**config.mk**
```make
export PLATFORM = sky130hd
export DESIGN_NAME = fast_mem
export DESIGN_NICKNAME = d
export VERILOG_FILES = /design/src/rtl/fast_mem_pkg.sv /design/src/rtl/fast_mem_arbiter.sv /design/src/rtl/fast_mem.sv
export SDC_FILE = /design/constraint.sdc
export NUM_CORES = 1
export LEC_CHECK = 0
export ABC_AREA = 0
export BUFFER_PORTS_ARGS = -buffer_cell sky130_fd_sc_hd__buf_2
export CAP_MARGIN = 20
export CORE_MARGIN = 2
export CORE_UTILIZATION = 51
export DETAILED_ROUTE_END_ITERATION = 7
export GPL_ROUTABILITY_DRIVEN = 0
export PLACE_DENSITY = 0.76
export RECOVER_POWER = 100
export SETUP_SLACK_MARGIN = 0.2
export SKIP_CTS_REPAIR_TIMING = 1
export SLEW_MARGIN = 25
export SYNTH_ARGS = -nofsm -noshare
export SYNTH_HDL_FRONTEND = slang
export SYNTH_SLANG_ARGS = --single-unit
export TNS_END_PERCENT = 5
```
**constraint.sdc**
```tcl
create_clock -name clk -period 3.6 [get_ports clk]
set_input_delay 0.18 -clock clk [delete_from_list [all_inputs] [get_ports clk]]
set_output_delay 0.18 -clock clk [all_outputs]
set_load 0.03 [all_outputs]
```
**src/rtl/fast_mem_pkg.sv**
```systemverilog
// fast_mem_pkg - shared widths, FSM state encoding and port-vector types
// for the PDP-6 fast (flip-flop) accumulator memory.
package fast_mem_pkg;

    localparam int WORD_W = 36;
    localparam int ADDR_W = 4;
    localparam int NPORT  = 4;

    // Bit 0 is the MSB, matching the PDP-6 bus numbering.
    typedef logic [0:WORD_W-1] word_t;
    typedef logic [ADDR_W-1:0] addr_t;
    typedef logic [NPORT-1:0]  port_vec_t;

    typedef enum logic [2:0] {
        ST_IDLE   = 3'd0,
        ST_ACK    = 3'd1,
        ST_RD     = 3'd2,
        ST_WRWAIT = 3'd3,
        ST_DONE   = 3'd4
    } state_t;

endpackage

```
**src/rtl/fast_mem_arbiter.sv**
```systemverilog
// fast_mem_arbiter - fixed-priority one-hot grant; port 0 has the highest
// priority. Only consulted by the controller while it is idle.
module fast_mem_arbiter
    import fast_mem_pkg::*;
(
    input  port_vec_t req,
    output port_vec_t grant
);

    // Scan from the highest port down so the lowest requester is the last writer.
    always_comb begin
        grant = '0;
        for (int i = NPORT - 1; i >= 0; i--) begin
            if (req[i]) begin
                grant    = '0;
                grant[i] = 1'b1;
            end
        end
    end

endmodule

```
**src/rtl/fast_mem.sv**
```systemverilog
// fast_mem - sixteen-word, 36-bit flip-flop memory serving up to four
// PDP-6 memory-bus ports. Build macro FAST_MEM_4PORT_EN: when defined all
// four ports are served; when undefined ports 2 and 3 are never eligible
// and their outputs are tied to zero.
//
// Handshake: a port owns the memory from the edge its request is granted
// until the edge after its mc_rq_cyc drops. cmc_addr_ack and cmc_rd_rs are
// one-cycle registered pulses; mb_out is valid from the cmc_rd_rs edge and
// held until release. Dropping mc_rq_cyc before DONE aborts the access.
module fast_mem
    import fast_mem_pkg::*;
(
    input  logic         clk,
    input  logic         reset,
    input  logic         fmc_p0_sel,   fmc_p1_sel,   fmc_p2_sel,   fmc_p3_sel,
    input  logic         mc_rq_cyc_p0, mc_rq_cyc_p1, mc_rq_cyc_p2, mc_rq_cyc_p3,
    input  logic         mc_rd_rq_p0,  mc_rd_rq_p1,  mc_rd_rq_p2,  mc_rd_rq_p3,
    input  logic         mc_wr_rq_p0,  mc_wr_rq_p1,  mc_wr_rq_p2,  mc_wr_rq_p3,
    input  logic         mc_wr_rs_p0,  mc_wr_rs_p1,  mc_wr_rs_p2,  mc_wr_rs_p3,
    input  logic [21:35] ma_p0, ma_p1, ma_p2, ma_p3,
    input  logic [18:21] sel_p0, sel_p1, sel_p2, sel_p3,
    input  logic         fmc_select_p0, fmc_select_p1, fmc_select_p2, fmc_select_p3,
    input  logic [0:35]  mb_in_p0, mb_in_p1, mb_in_p2, mb_in_p3,
    output logic         cmc_addr_ack_p0, cmc_addr_ack_p1, cmc_addr_ack_p2, cmc_addr_ack_p3,
    output logic         cmc_rd_rs_p0, cmc_rd_rs_p1, cmc_rd_rs_p2, cmc_rd_rs_p3,
    output logic [0:35]  mb_out_p0, mb_out_p1, mb_out_p2, mb_out_p3,
    output state_t       fsm_state
);

    // Per-port inputs gathered into vectors, bit N = port N.
    port_vec_t en_v, rq_cyc_v, rd_rq_v, wr_rq_v, wr_rs_v, fsel_v;
    addr_t     ma_a    [NPORT];
    word_t     mb_in_a [NPORT];
    port_vec_t elig, grant;

    state_t    state_q, state_d;
    port_vec_t memsel_q, memsel_d;
    addr_t     addr_q, addr_d;
    logic      rd_q, rd_d, wr_q, wr_d;
    logic      ack_q, ack_d, rd_rs_q, rd_rs_d;
    word_t     mb_q, mb_d;
    logic      we;

    logic      own_rq_cyc, own_wr_rs, gnt_rd, gnt_wr;
    word_t     own_mb_in;
    addr_t     gnt_addr;

    word_t     ff [0:15];

    assign en_v[1:0]      = {fmc_p1_sel, fmc_p0_sel};
    assign rq_cyc_v[1:0]  = {mc_rq_cyc_p1, mc_rq_cyc_p0};
    assign rd_rq_v[1:0]   = {mc_rd_rq_p1, mc_rd_rq_p0};
    assign wr_rq_v[1:0]   = {mc_wr_rq_p1, mc_wr_rq_p0};
    assign wr_rs_v[1:0]   = {mc_wr_rs_p1, mc_wr_rs_p0};
    assign fsel_v[1:0]    = {fmc_select_p1, fmc_select_p0};
    assign ma_a[0]        = ma_p0[32:35];
    assign ma_a[1]        = ma_p1[32:35];
    assign mb_in_a[0]     = mb_in_p0;
    assign mb_in_a[1]     = mb_in_p1;

    // Memory select and high address bits are decoded elsewhere on the bus.
    logic unused_common;
    assign unused_common = ^{sel_p0, sel_p1, sel_p2, sel_p3,
                             ma_p0[21:31], ma_p1[21:31]};

`ifdef FAST_MEM_4PORT_EN
    assign en_v[3:2]      = {fmc_p3_sel, fmc_p2_sel};
    assign rq_cyc_v[3:2]  = {mc_rq_cyc_p3, mc_rq_cyc_p2};
    assign rd_rq_v[3:2]   = {mc_rd_rq_p3, mc_rd_rq_p2};
    assign wr_rq_v[3:2]   = {mc_wr_rq_p3, mc_wr_rq_p2};
    assign wr_rs_v[3:2]   = {mc_wr_rs_p3, mc_wr_rs_p2};
    assign fsel_v[3:2]    = {fmc_select_p3, fmc_select_p2};
    assign ma_a[2]        = ma_p2[32:35];
    assign ma_a[3]        = ma_p3[32:35];
    assign mb_in_a[2]     = mb_in_p2;
    assign mb_in_a[3]     = mb_in_p3;

    logic unused_hi;
    assign unused_hi = ^{ma_p2[21:31], ma_p3[21:31]};

    assign cmc_addr_ack_p2 = ack_q & memsel_q[2];
    assign cmc_addr_ack_p3 = ack_q & memsel_q[3];
    assign cmc_rd_rs_p2    = rd_rs_q & memsel_q[2];
    assign cmc_rd_rs_p3    = rd_rs_q & memsel_q[3];
    assign mb_out_p2       = mb_q & {WORD_W{memsel_q[2]}};
    assign mb_out_p3       = mb_q & {WORD_W{memsel_q[3]}};
`else
    assign en_v[3:2]      = '0;
    assign rq_cyc_v[3:2]  = '0;
    assign rd_rq_v[3:2]   = '0;
    assign wr_rq_v[3:2]   = '0;
    assign wr_rs_v[3:2]   = '0;
    assign fsel_v[3:2]    = '0;
    assign ma_a[2]        = '0;
    assign ma_a[3]        = '0;
    assign mb_in_a[2]     = '0;
    assign mb_in_a[3]     = '0;

    logic unused_hi;
    assign unused_hi = ^{fmc_p2_sel, fmc_p3_sel, mc_rq_cyc_p2, mc_rq_cyc_p3,
                         mc_rd_rq_p2, mc_rd_rq_p3, mc_wr_rq_p2, mc_wr_rq_p3,
                         mc_wr_rs_p2, mc_wr_rs_p3, ma_p2, ma_p3,
                         fmc_select_p2, fmc_select_p3, mb_in_p2, mb_in_p3};

    assign cmc_addr_ack_p2 = 1'b0;
    assign cmc_addr_ack_p3 = 1'b0;
    assign cmc_rd_rs_p2    = 1'b0;
    assign cmc_rd_rs_p3    = 1'b0;
    assign mb_out_p2       = '0;
    assign mb_out_p3       = '0;
`endif

    assign cmc_addr_ack_p0 = ack_q & memsel_q[0];
    assign cmc_addr_ack_p1 = ack_q & memsel_q[1];
    assign cmc_rd_rs_p0    = rd_rs_q & memsel_q[0];
    assign cmc_rd_rs_p1    = rd_rs_q & memsel_q[1];
    assign mb_out_p0       = mb_q & {WORD_W{memsel_q[0]}};
    assign mb_out_p1       = mb_q & {WORD_W{memsel_q[1]}};
    assign fsm_state       = state_q;

    assign elig = en_v & rq_cyc_v & fsel_v & (rd_rq_v | wr_rq_v);

    fast_mem_arbiter u_arb (
        .req   (elig),
        .grant (grant)
    );

    // Select the owning port's live signals and the winner's request fields.
    always_comb begin
        own_rq_cyc = |(rq_cyc_v & memsel_q);
        own_wr_rs  = |(wr_rs_v & memsel_q);
        own_mb_in  = '0;
        gnt_addr   = '0;
        gnt_rd     = 1'b0;
        gnt_wr     = 1'b0;
        for (int i = 0; i < NPORT; i++) begin
            if (memsel_q[i]) own_mb_in = own_mb_in | mb_in_a[i];
            if (grant[i]) begin
                gnt_addr = ma_a[i];
                gnt_rd   = rd_rq_v[i];
                gnt_wr   = wr_rq_v[i];
            end
        end
    end

    // Next state and next registered outputs; an early rq_cyc drop aborts.
    always_comb begin
        state_d  = state_q;
        memsel_d = memsel_q;
        addr_d   = addr_q;
        rd_d     = rd_q;
        wr_d     = wr_q;
        ack_d    = 1'b0;
        rd_rs_d  = 1'b0;
        mb_d     = mb_q;
        we       = 1'b0;
        unique case (state_q)
            ST_IDLE: begin
                if (|grant) begin
                    state_d  = ST_ACK;
                    memsel_d = grant;
                    addr_d   = gnt_addr;
                    rd_d     = gnt_rd;
                    wr_d     = gnt_wr;
                end
            end
            ST_ACK, ST_RD, ST_WRWAIT: begin
                if (!own_rq_cyc) begin
                    state_d  = ST_IDLE;
                    memsel_d = '0;
                    mb_d     = '0;
                end else if (state_q == ST_ACK) begin
                    ack_d   = 1'b1;
                    state_d = rd_q ? ST_RD : ST_WRWAIT;
                end else if (state_q == ST_RD) begin
                    rd_rs_d = 1'b1;
                    mb_d    = ff[addr_q];
                    state_d = wr_q ? ST_WRWAIT : ST_DONE;
                end else if (own_wr_rs) begin
                    we      = 1'b1;
                    state_d = ST_DONE;
                end
            end
            ST_DONE: begin
                if (!own_rq_cyc) begin
                    state_d  = ST_IDLE;
                    memsel_d = '0;
                    mb_d     = '0;
                end
            end
            default: begin
                state_d  = ST_IDLE;
                memsel_d = '0;
                mb_d     = '0;
            end
        endcase
    end

    // Control registers; reset returns to idle with every output low.
    always_ff @(posedge clk) begin
        if (reset) begin
            state_q  <= ST_IDLE;
            memsel_q <= '0;
            addr_q   <= '0;
            rd_q     <= 1'b0;
            wr_q     <= 1'b0;
            ack_q    <= 1'b0;
            rd_rs_q  <= 1'b0;
            mb_q     <= '0;
        end else begin
            state_q  <= state_d;
            memsel_q <= memsel_d;
            addr_q   <= addr_d;
            rd_q     <= rd_d;
            wr_q     <= wr_d;
            ack_q    <= ack_d;
            rd_rs_q  <= rd_rs_d;
            mb_q     <= mb_d;
        end
    end

    // Storage is never cleared; a write coinciding with reset is dropped.
    always_ff @(posedge clk) begin
        if (we && !reset) ff[addr_q] <= own_mb_in;
    end

endmodule

```
**Yosys cells after proc, flatten, opt, wreduce, memory -nomap -nowiden**

Memories as Yosys holds them, arrays and structs flattened. A register that Yosys moved wholly into a read port is not among the register bits.
Index checks and enable logic that the tools add are counted.

- Bits in registers: 51
- Latch bits: 0
- Bits in writable memories: 576
- Bits in read-only memories: 0
- Bits of input ports: 246
- Output and inout port bits: 155
- Memories: 1

- Add/sub/neg operators: 0
- $mul: 0
- Div/mod/pow operators: 0
- Magnitude comparators: 0
- Eq/ne operators: 10
- Shift operators: 0
- Mux-type cells: 46
- Bitwise operators: 16
- Reduce and logical (&&, ||, !) cells: 14

Memory list:

| memory | depth | width | rd ports | clocked after Yosys merged registers in | write ports | RTL line | source |
|---|---|---|---|---|---|---|---|
| ff | 16 | 36 | 1 | 1 | 1 | fast_mem.sv:48 | `word_t ff [0:15];` |

Operators by type and width:

| operator | number |
|---|---|
| $mux 36 | 6 |
| $pmux 36 s3 | 1 |
| $and 36x36->36 | 2 |
| $mux 4 | 12 |
| $or 36x36->36 | 1 |
| $mux 3 | 7 |
| $reduce_or 4->1 | 5 |
| $mux 1 | 18 |
| $pmux 3 s3 | 1 |
| $and 2x4->4 | 2 |
| $pmux 4 s2 | 1 |
| $and 2x2->2 | 3 |
| $eq 3x2->1 const B | 2 |
| $ne 2x2->1 const B | 3 |
| $ne 3x3->1 const B | 2 |
| $reduce_or 3->1 | 2 |
| $ne 5x5->1 const B | 1 |
| $and 1x1->1 | 4 |
| $reduce_and 2->1 | 2 |
| $reduce_and 4->1 | 1 |
| $eq 3x1->1 const B | 1 |
| $eq 3x3->1 const B | 1 |
| $logic_not 3->1 | 1 |
| $not 1->1 | 3 |
| other kinds (4) | 4 |

**Longest topological paths before layout**

- Depth after elaboration: 11
- Mapped depth: 7
- Mapped depth without buffers: 4

**Hierarchy**

A second synthesis with hierarchy kept.

- Cells, all modules: 1286
- Area, all modules: 25459.4 µm²

Modules (own cells, without submodules):

| module | instances | cells each | area an instance (µm²) | seq. area each (µm²) |
|---|---|---|---|---|
| fast_mem | 1 | 1282 | 25420.6 | 18357.6 |
| fast_mem_arbiter | 1 | 4 | 38.8 | 0.0 |

**Worst setup path after synthesis**

No wires, ideal clock.

- Path kind: reg2reg
- From: register state_q[1], in the netlist fsm_state[1]
- To: memory ff[1][0] (netlist bit), enable pin
- Arrival time: 3710 ps
- Data required time: 3126 ps
- Path slack: -584 ps
- Stages on the path, launching flop included: 5
- Cell sequence: dfxtp_1 -> buf_2 -> nor2b_1 -> nand4b_1 -> nor3_1

- Word-level cells in the longest chain between the ends: 8
- Elaborated cells between the ends (all ways): 11
- Classes of those cells: 3 x eq/ne; 6 x mux; 2 x reduce/logical

RTL lines:

| item | RTL line | source |
|---|---|---|
| start, declared | fast_mem.sv:36 | `state_t state_q, state_d;` |
| start signal, assigned | fast_mem.sv:211 | `state_q <= state_d;` |
| $eq 3x2->1 | fast_mem.sv:157, fast_mem.sv:175 |  |
| $mux 1 | fast_mem.sv:175 | `end else if (state_q == ST_RD) begin` |
| $mux 1 | fast_mem.sv:172 | `end else if (state_q == ST_ACK) begin` |
| $mux 1 | fast_mem.sv:168 | `if (!own_rq_cyc) begin` |
| $mux 1 * | fast_mem.sv:157 | `unique case (state_q)` |
| $logic_and 1x1->1 * | fast_mem.sv:224 | `if (we && !reset) ff[addr_q] <= own_mb_in;` |
| $mux 1 * | fast_mem.sv:224 |  |
| $mux 1 (implied by the code) * | fast_mem.sv:224 |  |
| end, declared | fast_mem.sv:48 |  |

Every way passes the cells marked *; elsewhere a longest branch is shown, timed or not.

**Final worst setup path**

- From: register memsel_q[1]
- To: memory ff[9][34] (netlist bit), enable pin

- Word-level cells in the longest chain between the ends: 10
- Elaborated cells between the ends (all ways): 12
- Classes of those cells: 7 x mux; 2 x bitwise; 3 x reduce/logical

RTL lines:

| item | RTL line | source |
|---|---|---|
| start, declared | fast_mem.sv:37 | `port_vec_t memsel_q, memsel_d;` |
| start signal, assigned | fast_mem.sv:212 | `memsel_q <= memsel_d;` |
| $and 2x4->4 | fast_mem.sv:131 | `own_wr_rs = \|(wr_rs_v & memsel_q);` |
| $reduce_or 4->1 | fast_mem.sv:131 |  |
| $mux 1 | fast_mem.sv:179 | `end else if (own_wr_rs) begin` |
| $mux 1 | fast_mem.sv:175 |  |
| $mux 1 | fast_mem.sv:172 |  |
| $mux 1 * | fast_mem.sv:168 |  |
| $mux 1 * | fast_mem.sv:157 |  |
| $logic_and 1x1->1 * | fast_mem.sv:224 |  |
| $mux 1 * | fast_mem.sv:224 |  |
| $mux 1 (implied by the code) * | fast_mem.sv:224 |  |

Marks and branches as above.

==> results.md <==
- Final HPWL DP: 30200 um
- Fmax: between 300 and 400 MHz
- Max cap viols: 0
- Initial antenna violation count: 3
- DR pass1 iterations: 5
- Hold Crit Class: in -> reg
- Post-synth ARST share: 0%
- EDFF count, synth: 576
- Largest net degree at the start of global routing: 67
- I/O pins: 401
- Worst EP arrival: around 3.3 ns
- Vias in the first global route: 12900
- Worst Hold Depth: 3
- Setup Skew: 0.0218 ns
- Num CTS Buffers: 60
- Layout area overhead: 13.7%
- Setup tns final: 0 ns
- Synthesized instance count: 1267
- R2R depth: 5
- Post-route DRC: 0
- Sequential fraction of the synthesis area: 72.6%
- Row Count: 81
- Die Wd: 227 um
- Via/cell ratio: 5.83
- CTS Buffer Depth: 3
- Area of the mapped netlist: about 25000 um2
- Status: finished clean
- Starting Density: 51.7%
- First-pass GRT wire length: 79700 um
- Fin area: 28800 um2
- Final Cycle Share: 84.8%
- Main synth FF type: edfxtp_1
- H-tree levels: 2
- Routed vias: 12800
- Critical path type: reg -> reg
- Required @ worst endpoint: 3.83 ns
- Clock sink total: between 600 and 700
- CTS tree: built
- Global Route Usage Sum: 21.3%
- CTS root buf: clkbuf_16
- Share of the synthesized area in the top cell type: 68.4%
- Antenna-violating nets left: 0
- Actual slew at the worst max-slew pin: 1.22 ns
- Mapped Avg Cell Area: 20.0 um2
- Setup crit end kind: flip-flop
- Total wire length: between 50000 and 60000 um
- Drt wl/cell: 24.7 um
- Hold Fails Final Rpt: 0
- Chip height: approximately 230 um
- Clk Latency, worst-skew pair: 0.62 ns
- Main area contributors after synthesis: edfxtp_1 (68%), mux4_2 (11%), dfxtp_1 (4.2%), buf_4 (2.3%), mux4_1 (2.0%)
- Gr ovfl total: 0
- Cell variety after synth: 46
- CORE AREA: 49000 um2
- RSZ-0062 raised after global routing: no
- Power per Cell Area: 529 nW/um2
- Final-layout fill cell count: 3499
- Pins Over Slew Limit: 0
- Post-synth top cells: edfxtp_1 (576), mux4_2 (125), and2_1 (76), buf_4 (76), nor2_1 (60)
- IO Port Bufs: between 150 and 200
- Area after DPL: 26800 um2
- Worst setup SP type: flip-flop
- Slew headroom: between 10% and 20%
- Final core utilization: 58.7%
- Most common cell in the synthesized netlist: edfxtp_1
- Area leader, netlist: edfxtp_1
- Synthesized flop and latch total: 629
- Final min period: 3.05 ns
- CP max FO: 19
- Static leakage: 0.00963 uW
- CTS clock-pin slew for the worst setup and hold paths: 0.06 ns
- Ys Warns: 0
- DR iter-0 viols: 1392
- Share of cells above drive strength 1: about 27%
- Final nets: 1725
- Final setup viols: 0
- Worst vdd ir: 0.420 mV
- Die area: about 51000 um2
==> per-layer routing <==
layer	vias up	global-route usage, %	share of wire, %	wire length (um)
li1	5447	-	-	-
met1	6613	29.0	40	21500
met2	628	35.0	49	26500
met3	109	4.02	8.6	4690
met4	0	7.17	2.7	1460
met5	-	0	0	0
==> cells in the final DEF, fill, tap and decap left out, types with 4 or more instances in the layout <==
master,Yosys,final
dlygate4sd3_1,0,6
and2_0,0,10
mux2i_1,36,36
nor3_1,9,7
clkbuf_16,0,62
mux2_2,37,36
clkinv_2,0,10
a211oi_1,4,4
conb_1,1,76
clkbuf_1,29,87
mux4_2,125,125
and2_1,76,66
o22ai_1,5,5
buf_4,76,15
a22o_1,36,37
clkinv_1,0,9
nor2_4,0,12
edfxtp_1,576,576
buf_12,1,10
nand2_1,6,6
clkbuf_8,0,7
dfxtp_4,0,4
mux4_1,19,19
buf_2,14,104
nand2b_1,5,5
nor2_1,60,48
dfxtp_1,53,49
clkbuf_2,1,17
a221o_1,37,36
and3_1,3,4
bufinv_16,0,6
==> flip-flops by register name, summed over array words and instances (netlist names), named ones only <==
name / flops
memsel_q: 2
ack_q: 1
ff: 576
addr_q: 4
rd_rs_q: 1
mb_q: 36
rd_q: 1
fsm_state: 3
wr_q: 1
==> cell families (layout without fill, tap and decap cells) <==
group | count (synthesis) | count (layout) | synth area share, %
muxes | 217 | 217 | 16.2
buffers and inverters | 149 | 338 | 4.09
other | 1 | 77 | 0.0148
DFF | 629 | 629 | 72.6
and+or+nand+nor | 176 | 176 | 3.76
AOI/OAI and AO/OA | 95 | 95 | 3.38
==> cell type report <==
cell class	instances	area (um2)	area share [%]
well taps	664	831	2.89
clock inverters	28	298	1.04
flip-flops and latches	629	18400	63.9
repair buffers	222	1240	4.32
inverters	2	7.51	0.0261
diodes	1	2.50	0.00870
clock buffers	86	1710	5.95
multi-input cells	564	6290	21.9
==> worst paths after layout <==
check / startpoint / endpoint / slack, ns
worst max-delay path: memsel_q[1]$_SDFFE_PP0P_ / ff[9][34]$_DFFE_PP_ / 0.55
worst min-delay path: ma_p1[32] / flip-flop / 0.14
worst max register to register: memsel_q[1]$_SDFFE_PP0P_ / ff[9][34]$_DFFE_PP_ / 0.55
worst min register to register: mb_q[12]$_SDFFE_PP0P_ / mb_q[12]$_SDFFE_PP0P_ / 0.50
==> power breakdown <==
part	total (uW)	leakage (uW)	switching (uW)	internal, uW
combinational	817	0.00276	458	360
clock	6370	0.000988	2640	3730
sequential	8020	0.00588	56.0	7960
total	15200	0.00963	3150	12100
==> worst max-delay path: stages, from the launching register on <==
cell and delay (ns):
dfxtp_1 0.63, a22o_1 0.46, and3_1 0.36, nand4b_1 0.37
nor2_4 0.21, clkbuf_2 0.62
==> through the flow <==
| stage | power [uW] | instances | setup slack, ns | hold WS, ns |
|---|---|---|---|---|
| after floorplan | 8860 | 1342 | -0.580 | 0.354 |
| after global placement | 8960 | 2075 | 1.02 | 0.490 |
| after detailed placement | 8990 | 2075 | 0.946 | 0.496 |
| after CTS | 15300 | 2189 | 0.944 | -0.163 |
| after global routing | 15600 | 2196 | 0.365 | 0.136 |
| final | 15200 | 2196 | 0.548 | 0.141 |
Power figures use the tool's default switching activity.
